--- config.mk ---
export PLATFORM = sky130hd
export DESIGN_NAME = ram_arbiter_flat
export DESIGN_NICKNAME = d
export VERILOG_FILES = /design/src/rtl/ram_arbiter_if.sv /design/src/rtl/ram_arbiter.sv /design/src/flat_wrapper.sv
export SDC_FILE = /design/constraint.sdc
export NUM_CORES = 1
export LEC_CHECK = 0
export BUFFER_PORTS_ARGS = -buffer_cell sky130_fd_sc_hd__buf_2
export CELL_PAD_IN_SITES_DETAIL_PLACEMENT = 0
export CELL_PAD_IN_SITES_GLOBAL_PLACEMENT = 1
export CORE_AREA = 2 2 122 124
export CTS_CLUSTER_DIAMETER = 100
export DETAILED_ROUTE_END_ITERATION = 12
export DIE_AREA = 0 0 124 126
export GPL_ROUTABILITY_DRIVEN = 0
export HOLD_SLACK_MARGIN = 0.05
export PLACE_DENSITY = 0.73
export REMOVE_ABC_BUFFERS = 1
export SLEW_MARGIN = 15
export SYNTH_ARGS = -nofsm -noshare
export SYNTH_HDL_FRONTEND = slang
export SYNTH_SLANG_ARGS = --single-unit
--- constraint.sdc ---
create_clock -name clk -period 1.5 [get_ports clk]
set_clock_uncertainty 0.05 [all_clocks]
set_input_delay 0.075 -clock clk [delete_from_list [all_inputs] [get_ports clk]]
set_output_delay 0.075 -clock clk [all_outputs]
set_load 0.05 [all_outputs]
--- src/rtl/ram_arbiter_if.sv ---
// Requester-side and memory-side signals of the fetch/data RAM arbiter.
// The arbiter takes the slave view; the requesters and the RAM model take the master view.
interface ram_arbiter_if;
    logic        if_req_i;
    logic [31:0] if_addr_i;
    logic [31:0] if_inst_o;
    logic        if_ack_o;
    logic        d_req_i;
    logic        d_we_i;
    logic [31:0] d_addr_i;
    logic [3:0]  d_sel_i;
    logic [31:0] d_wdata_i;
    logic [31:0] d_rdata_o;
    logic        d_ack_o;
    logic        stallreq_o;
    logic        mem_ce_o;
    logic        mem_we_o;
    logic [31:0] mem_addr_o;
    logic [3:0]  mem_sel_o;
    logic [31:0] mem_wdata_o;
    logic [31:0] mem_rdata_i;

    modport slave (
        input  if_req_i, if_addr_i, d_req_i, d_we_i, d_addr_i, d_sel_i, d_wdata_i, mem_rdata_i,
        output if_inst_o, if_ack_o, d_rdata_o, d_ack_o, stallreq_o,
               mem_ce_o, mem_we_o, mem_addr_o, mem_sel_o, mem_wdata_o
    );

    modport master (
        output if_req_i, if_addr_i, d_req_i, d_we_i, d_addr_i, d_sel_i, d_wdata_i, mem_rdata_i,
        input  if_inst_o, if_ack_o, d_rdata_o, d_ack_o, stallreq_o,
               mem_ce_o, mem_we_o, mem_addr_o, mem_sel_o, mem_wdata_o
    );
endinterface

--- src/rtl/ram_arbiter.sv ---
// Arbitrates instruction fetch and data access onto one single-port synchronous RAM (RAM_ARB_ROUND_ROBIN_EN selects round-robin).
// Latency: grant one cycle after the request is seen, one-cycle ack the cycle after; back-to-back grants from the ack cycle.
// Backpressure: requesters hold req until ack; stallreq_o holds the pipeline while any request is outstanding.
module ram_arbiter (
    input  logic           clk,
    input  logic           rst,
    ram_arbiter_if.slave   bus
);

    typedef enum logic [2:0] {
        IDLE     = 3'd0,
        GRANT_IF = 3'd1,
        GRANT_D  = 3'd2,
        RESP_IF  = 3'd3,
        RESP_D   = 3'd4
    } state_t;

    state_t      r_state;
    logic        r_mem_ce;
    logic        r_mem_we;
    logic [31:0] r_mem_addr;
    logic [3:0]  r_mem_sel;
    logic [31:0] r_mem_wdata;
    logic        r_if_ack;
    logic        r_d_ack;
    logic        r_d_we;
    logic        w_pick_d;
    logic        w_pick_if;

`ifdef RAM_ARB_ROUND_ROBIN_EN
    // 1 = data was the last requester served; cleared so data wins the first tie after reset.
    logic        r_last_d;

    always_comb begin
        w_pick_d  = bus.d_req_i & (~bus.if_req_i | ~r_last_d);
        w_pick_if = bus.if_req_i & ~w_pick_d;
    end
`else
    always_comb begin
        w_pick_d  = bus.d_req_i;
        w_pick_if = bus.if_req_i & ~bus.d_req_i;
    end
`endif

    always_ff @(posedge clk) begin
        if (rst) begin
            r_state     <= IDLE;
            r_mem_ce    <= 1'b0;
            r_mem_we    <= 1'b0;
            r_mem_addr  <= 32'h0;
            r_mem_sel   <= 4'h0;
            r_mem_wdata <= 32'h0;
            r_if_ack    <= 1'b0;
            r_d_ack     <= 1'b0;
            r_d_we      <= 1'b0;
`ifdef RAM_ARB_ROUND_ROBIN_EN
            r_last_d    <= 1'b0;
`endif
        end else begin
            r_mem_ce    <= 1'b0;
            r_mem_we    <= 1'b0;
            r_mem_addr  <= 32'h0;
            r_mem_sel   <= 4'h0;
            r_mem_wdata <= 32'h0;
            r_if_ack    <= 1'b0;
            r_d_ack     <= 1'b0;
            case (r_state)
                GRANT_IF: begin
                    r_state  <= RESP_IF;
                    r_if_ack <= 1'b1;
                end
                GRANT_D: begin
                    r_state <= RESP_D;
                    r_d_ack <= 1'b1;
                end
                default: begin
                    // IDLE and both RESP states arbitrate, so a new grant follows an ack directly.
                    if (w_pick_d) begin
                        r_state     <= GRANT_D;
                        r_mem_ce    <= 1'b1;
                        r_mem_we    <= bus.d_we_i;
                        r_mem_addr  <= bus.d_addr_i;
                        r_mem_sel   <= bus.d_sel_i;
                        r_mem_wdata <= bus.d_wdata_i;
                        r_d_we      <= bus.d_we_i;
`ifdef RAM_ARB_ROUND_ROBIN_EN
                        r_last_d    <= 1'b1;
`endif
                    end else if (w_pick_if) begin
                        r_state     <= GRANT_IF;
                        r_mem_ce    <= 1'b1;
                        r_mem_addr  <= bus.if_addr_i;
                        r_mem_sel   <= 4'hF;
`ifdef RAM_ARB_ROUND_ROBIN_EN
                        r_last_d    <= 1'b0;
`endif
                    end else begin
                        r_state <= IDLE;
                    end
                end
            endcase
        end
    end

    // Outputs are masked by rst so nothing leaks out during the reset cycle itself.
    assign bus.mem_ce_o    = r_mem_ce & ~rst;
    assign bus.mem_we_o    = r_mem_we & ~rst;
    assign bus.mem_addr_o  = r_mem_addr & {32{~rst}};
    assign bus.mem_sel_o   = r_mem_sel & {4{~rst}};
    assign bus.mem_wdata_o = r_mem_wdata & {32{~rst}};
    assign bus.if_ack_o    = r_if_ack & ~rst;
    assign bus.d_ack_o     = r_d_ack & ~rst;
    assign bus.if_inst_o   = bus.if_ack_o ? bus.mem_rdata_i : 32'h0;
    assign bus.d_rdata_o   = (bus.d_ack_o & ~r_d_we) ? bus.mem_rdata_i : 32'h0;
    assign bus.stallreq_o  = ~rst & ((bus.if_req_i & ~bus.if_ack_o) | (bus.d_req_i & ~bus.d_ack_o));

endmodule

--- src/flat_wrapper.sv ---
// flat-port wrapper written by rule: the top's interface ports become plain ports
module ram_arbiter_flat 
  (clk, rst, bus_if_req_i, bus_if_addr_i, bus_d_req_i, bus_d_we_i, bus_d_addr_i, bus_d_sel_i, bus_d_wdata_i, bus_mem_rdata_i, bus_if_inst_o, bus_if_ack_o, bus_d_rdata_o, bus_d_ack_o, bus_stallreq_o, bus_mem_ce_o, bus_mem_we_o, bus_mem_addr_o, bus_mem_sel_o, bus_mem_wdata_o);
  ram_arbiter_if bus_i ();
  input  logic clk;
  input  logic rst;
  input wire logic [$bits(bus_i.if_req_i)-1:0] bus_if_req_i;
  input wire logic [$bits(bus_i.if_addr_i)-1:0] bus_if_addr_i;
  input wire logic [$bits(bus_i.d_req_i)-1:0] bus_d_req_i;
  input wire logic [$bits(bus_i.d_we_i)-1:0] bus_d_we_i;
  input wire logic [$bits(bus_i.d_addr_i)-1:0] bus_d_addr_i;
  input wire logic [$bits(bus_i.d_sel_i)-1:0] bus_d_sel_i;
  input wire logic [$bits(bus_i.d_wdata_i)-1:0] bus_d_wdata_i;
  input wire logic [$bits(bus_i.mem_rdata_i)-1:0] bus_mem_rdata_i;
  output wire logic [$bits(bus_i.if_inst_o)-1:0] bus_if_inst_o;
  output wire logic [$bits(bus_i.if_ack_o)-1:0] bus_if_ack_o;
  output wire logic [$bits(bus_i.d_rdata_o)-1:0] bus_d_rdata_o;
  output wire logic [$bits(bus_i.d_ack_o)-1:0] bus_d_ack_o;
  output wire logic [$bits(bus_i.stallreq_o)-1:0] bus_stallreq_o;
  output wire logic [$bits(bus_i.mem_ce_o)-1:0] bus_mem_ce_o;
  output wire logic [$bits(bus_i.mem_we_o)-1:0] bus_mem_we_o;
  output wire logic [$bits(bus_i.mem_addr_o)-1:0] bus_mem_addr_o;
  output wire logic [$bits(bus_i.mem_sel_o)-1:0] bus_mem_sel_o;
  output wire logic [$bits(bus_i.mem_wdata_o)-1:0] bus_mem_wdata_o;
  assign bus_i.if_req_i = bus_if_req_i;
  assign bus_i.if_addr_i = bus_if_addr_i;
  assign bus_i.d_req_i = bus_d_req_i;
  assign bus_i.d_we_i = bus_d_we_i;
  assign bus_i.d_addr_i = bus_d_addr_i;
  assign bus_i.d_sel_i = bus_d_sel_i;
  assign bus_i.d_wdata_i = bus_d_wdata_i;
  assign bus_i.mem_rdata_i = bus_mem_rdata_i;
  assign bus_if_inst_o = bus_i.if_inst_o;
  assign bus_if_ack_o = bus_i.if_ack_o;
  assign bus_d_rdata_o = bus_i.d_rdata_o;
  assign bus_d_ack_o = bus_i.d_ack_o;
  assign bus_stallreq_o = bus_i.stallreq_o;
  assign bus_mem_ce_o = bus_i.mem_ce_o;
  assign bus_mem_we_o = bus_i.mem_we_o;
  assign bus_mem_addr_o = bus_i.mem_addr_o;
  assign bus_mem_sel_o = bus_i.mem_sel_o;
  assign bus_mem_wdata_o = bus_i.mem_wdata_o;
  ram_arbiter u_core (.clk(clk), .rst(rst), .bus(bus_i));
endmodule
* Word level (Yosys, flattened, before mapping)
Cells that the tools add are included.
Word-level totals: bits in registers 76, input bits 137, output and inout port bits 137, logic and storage cells 47
Cells by class: eq/ne operators 2, muxes and demuxes 13, bitwise logic cells 19, reduce and logical (&&, ||, !) cells 4
Operators by type and width (count):
- 2-to-1 mux 32 bit | 4
- AND 32 bit | 2
- AND 1 bit | 9
- 2-to-1 mux 4 bit | 2
- inverter 1 bit | 6
- case mux 3 bit (2 select lines) | 1
- 2-to-1 mux 1 bit | 5
- AND 4 bit | 1
- OR reduction 4 bit | 1
- equality test 3 x 1 -> 1 bit, second input constant | 1
- equality test 3 x 2 -> 1 bit, second input constant | 1
- 2-to-1 mux 3 bit | 1
- OR reduction 3 bit | 1
- AND reduction 2 bit | 1
- OR reduction 2 bit | 1
- bitwise OR 1 bit | 1

* Longest topological paths before layout
word-level depth 6, mapped depth 5, mapped depth without buffers 3

* Worst setup path after synthesis
Ideal clock, no wire load.
path kind register to output, start point register u_core.r_d_ack, end point output port bus_d_rdata_o[10], arrival time 2023 ps, required time 1375 ps, setup slack -648 ps, stages on the path, launching flop included 5, buffers on the path 1, cell sequence dfxtp_1 -> nor2b_1 -> nor2b_1 -> clkbuf_1 -> and2_1
On the way: cells in the longest elaborated chain, start to end 3
RTL lines:
- start: declaration | RTL line ram_arbiter.sv:25 | logic r_d_ack;
- start signal: assignment | RTL line ram_arbiter.sv:54 | r_d_ack <= 1'b0;
- start signal: assignment | RTL line ram_arbiter.sv:66 | r_d_ack <= 1'b0;
- start signal: assignment | RTL line ram_arbiter.sv:74 | r_d_ack <= 1'b1;
- AND 1 bit | RTL line ram_arbiter.sv:112 | assign bus.d_ack_o = r_d_ack & ~rst;
- net bus_d_ack_o | RTL line flat_wrapper.sv:18 | output wire logic [$bits(bus_i.d_ack_o)-1:0] bus_d_ack_o;
- AND 1 bit | RTL line ram_arbiter.sv:114 | assign bus.d_rdata_o = (bus.d_ack_o & ~r_d_we) ? bus.mem_rdata_i : 32'h0;
- 2-to-1 mux 32 bit | RTL line ram_arbiter.sv:114
- end: declaration | RTL line flat_wrapper.sv:17 | output wire logic [$bits(bus_i.d_rdata_o)-1:0] bus_d_rdata_o;
The timed path passes the listed nets, and every way through them passes these cells.

* Worst setup path after layout
start point register u_core.r_d_ack, end point output port bus_d_rdata_o[3]
On the way: cells in the longest elaborated chain, start to end 3
RTL lines (RTL line):
- AND 1 bit | ram_arbiter.sv:112
- AND 1 bit | ram_arbiter.sv:114
- 2-to-1 mux 32 bit | ram_arbiter.sv:114
No other way between the ends.

==> results by group <==
Outcome
  – Status: finished, violations left
  – Failing checks: negative setup slack

Setup path
  – Crit-path max FO: 32
  – Slowest stage delay, CP: 0.33 ns
  – CP bufs+invs: 2
  – Cell mode on critical path: nor2b_4
  – WS Path Type: flop to output port
  – CP cell instances: nor2b_4 > nor2b_4 > buf_12 > and2_1 > buf_6
  – CP startpoint kind: flop
  – Worst path slowest cell: dfxtp_2
  – Delay-heaviest family, CP: simple AND/OR/NAND/NOR gates
  – Crit end category: output port
  – Worst Path Required: about 1.4 ns
  – Crit path DAT: 1.43 ns

Clock network
  – Clock sinks: 76
  – H-tree depth: 3
  – Clock slew at reported path FFs: roughly 0.060 ns
  – CTS tree: done
  – Number of buffers created by CTS: 9
  – Worst-Skew Late Latency: ~0.32 ns
  – Root Buffer: clkbuf_16
  – Max Root-Sink Buffers: 2

Timing
  – Final hold slack: 0.0794 ns
  – Crit path time final: around 1.6 ns
  – Final Setup Violations: 62
  – Fmax: 641 MHz
  – Final Slew Violations: 0
  – Final cycle utilization of the critical path: 104%
  – Slew HR: 51.8%
  – Final setup margin: -0.0594 ns
  – Count of final hold-check violations: 0
  – Worst-Margin Slew: 0.723 ns
  – RSZ-0062 raised after global routing: true

Synth
  – Seq/Total Area, Yosys: between 40% and 50%
  – Main flop type after synthesis: dfxtp_1
  – Post-synth EDFFs: 0
  – Mux contribution to synthesized area: 0%
  – Syn. warnings: 0
  – XOR/XNOR share of the synthesized area: 0.506%
  – Synth Area in Adders: 0%
  – Simple-Gate Fraction of Synth Area: 36.3%
  – Post-synthesis cell type count: 24
  – Cells after Synth: around 330
  – Area contributors post-synth: dfxtp_1 (47%), and2_1 (19%), nor2b_1 (14%)
  – Post-synth top cells: and2_1 (98), dfxtp_1 (76), nor2b_1 (73)
  – Synth Area in Compound Gates: 11.0%
  – Top-count cell post-synth: and2_1
  – Synth top area share: 47.3%
  – Mapped cell area: 0.00322 mm²
  – Area leader, netlist: dfxtp_1
  – Largest family of logic cells by synthesized area: simple AND/OR/NAND/NOR gates
  – Synth Register Bits: 76
  – Async S/R FF share, synth: 0%
  – Synthesized area per cell: ~9.7 µm²

Route
  – Vias per cell: 4.18
  – Via count: 3786
  – Pre-antenna DRT Iters: 4
  – Post-DR wirelength/cell: 15.1 µm
  – Total wire length: 13.7 mm
  – Residual DRC count: 0
  – Antenna Violating Nets Remaining: 0
  – Initial drt markers: 88

Run
  – Max-cap violations: 0

Pwr
  – Combinational power share: between 20% and 30%
  – Clock Power Share: 36.3%
  – Share of power burned in registers: 37.0%
  – Pwr dens: between 800 and 900 mW/mm²
  – Sw power: 0.00181 W
  – Internal power: about 0.0042 W
  – Switching fraction of total power: 30.0%
  – Max VDD drop: 0.654 mV
  – Leakage: approximately 3.4 nW

Global routing
  – Total GRT Usage: between 10% and 20%
  – Initial antenna violation count: 0
  – Overflow after GRT: 0
  – First-pass GRT wire length: about 19 mm
  – Largest net degree at the start of global routing: 71
  – Vias in the first global route: 3879

Floorplanning
  – Chip height: 126 µm
  – Row Count: 44
  – Chip width: 124 µm
  – CORE AREA: roughly 0.014 mm²
  – IO Count: 274
  – Die area: ~0.016 mm²
  – Starting Density: 22.5%

Placed design
  – Dpl hpwl: 8.27 mm
  – Worst slack, placed: -0.0192 ns
  – Placed cells: 778
  – # port buffers: 273

Hold path
  – Hold Path Class: input pin to flop

Final layout
  – Layout area overhead: 116%
  – Final net count: 854
  – Non-Filler Instances: roughly 910
  – Layout cells sized above 1: 48.6%
  – Multi-input gate area: 0.00165 mm²
  – ANT cells: 0
  – Fillers: ~1300
  – FF/Latch Area: 0.00153 mm²
==> repair_timing <==
action | CTS | global route
setup endpoints to repair | 96 | 105
gates resized for setup | 150 | 55
hold buffers | 103 | 0
endpoints found under the hold margin | 71 | 0
setup buffers | 2 | 1
gates cloned | 3 | 3
pin swaps | 2 | 17
==> cell usage in the layout (no fill, tap or decap), types with 6 or more instances in the layout <==
| cell | n |
|---|---|
| a22o_1 | 32 |
| and2_1 | 70 |
| and2_4 | 28 |
| buf_2 | 209 |
| buf_4 | 8 |
| buf_6 | 41 |
| buf_8 | 27 |
| clkbuf_16 | 12 |
| dfxtp_1 | 71 |
| dlygate4sd3_1 | 103 |
| nor2_1 | 6 |
| nor2b_1 | 70 |
==> layout make-up <==
class,count,area share [%]
clock buffer,10,3.30
clock inverter,6,1.04
inverter,5,0.270
multi-input combinational,228,23.7
sequential,76,22.1
tap,184,3.31
timing repair buffer,397,46.3
==> layer usage <==
metal | share of wire [%] | global-route usage (%) | vias up
met2 | 54 | 31.7 | 196
met5 | 0 | 0 | -
met3 | 8.7 | 4.26 | 17
li1 | - | - | 1837
met1 | 36 | 15.7 | 1736
met4 | 1.7 | 5.49 | 0
==> power groups by stage <==
stage | clock [W] | combinational, W | sequential, W
final | 0.00220 | 0.00161 | 0.00223
after floorplan | 0 | 0.000761 | 0.00225
after global routing | 0.00235 | 0.00171 | 0.00225
after global placement | 0 | 0.00121 | 0.00226
after detailed placement | 0 | 0.00122 | 0.00227
after CTS | 0.00226 | 0.00154 | 0.00223
==> per-stage QoR <==
step | util (%) | power [W] | setup TNS (ns) | cell area [µm²]
floorplan | - | 0.00302 | -135.68 | 3080
global placement | 33.7 | 0.00348 | 0 | 4820
detailed placement | 33.7 | 0.00349 | -0.150 | 4820
CTS | 46.9 | 0.00603 | -1.91 | 6710
global route | 48.5 | 0.00631 | -6.69 | 6950
finish | 48.5 | 0.00604 | -2.24 | 6950
==> worst reg2reg max path: stages, from the launching register on <==
cell	delay, ns
dfxtp_4	0.36
xor2_4	0.20
a2111oi_4	0.41
buf_6	0.19
buf_12	0.14
a22o_1	0.14
==> state kept, by name (all words and copies together), names as in the netlist <==
signal,count
u_core.r_mem_addr,32
u_core.r_mem_ce,1
u_core.r_mem_we,1
u_core.r_if_ack,1
u_core.r_mem_sel,4
u_core.r_mem_wdata,32
u_core.r_d_ack,1
u_core.r_state,3
u_core.r_d_we,1
==> cell families (layout without fill, tap and decap cells) <==
kind of cell    count (synthesis)  count (layout)
compound gates                 39              39
xor+xnor                        1               1
buf+inv                        29             418
flops                          76              76
simple gates                  188             188
==> worst paths after layout <==
kind	start	end	slack (ns)	cells past startpoint
setup / recovery	u_core.r_d_ack	bus_d_rdata_o[3]	-0.06	5
setup reg to reg	u_core.r_state[1]	u_core.r_mem_addr[30]	-0.05	5
hold / removal	bus_d_req_i	u_core.r_mem_ce	0.08	3
hold reg to reg	u_core.r_state[2]	u_core.r_state[2]	0.41	1
Note: power is estimated with default switching activity, not from simulation.
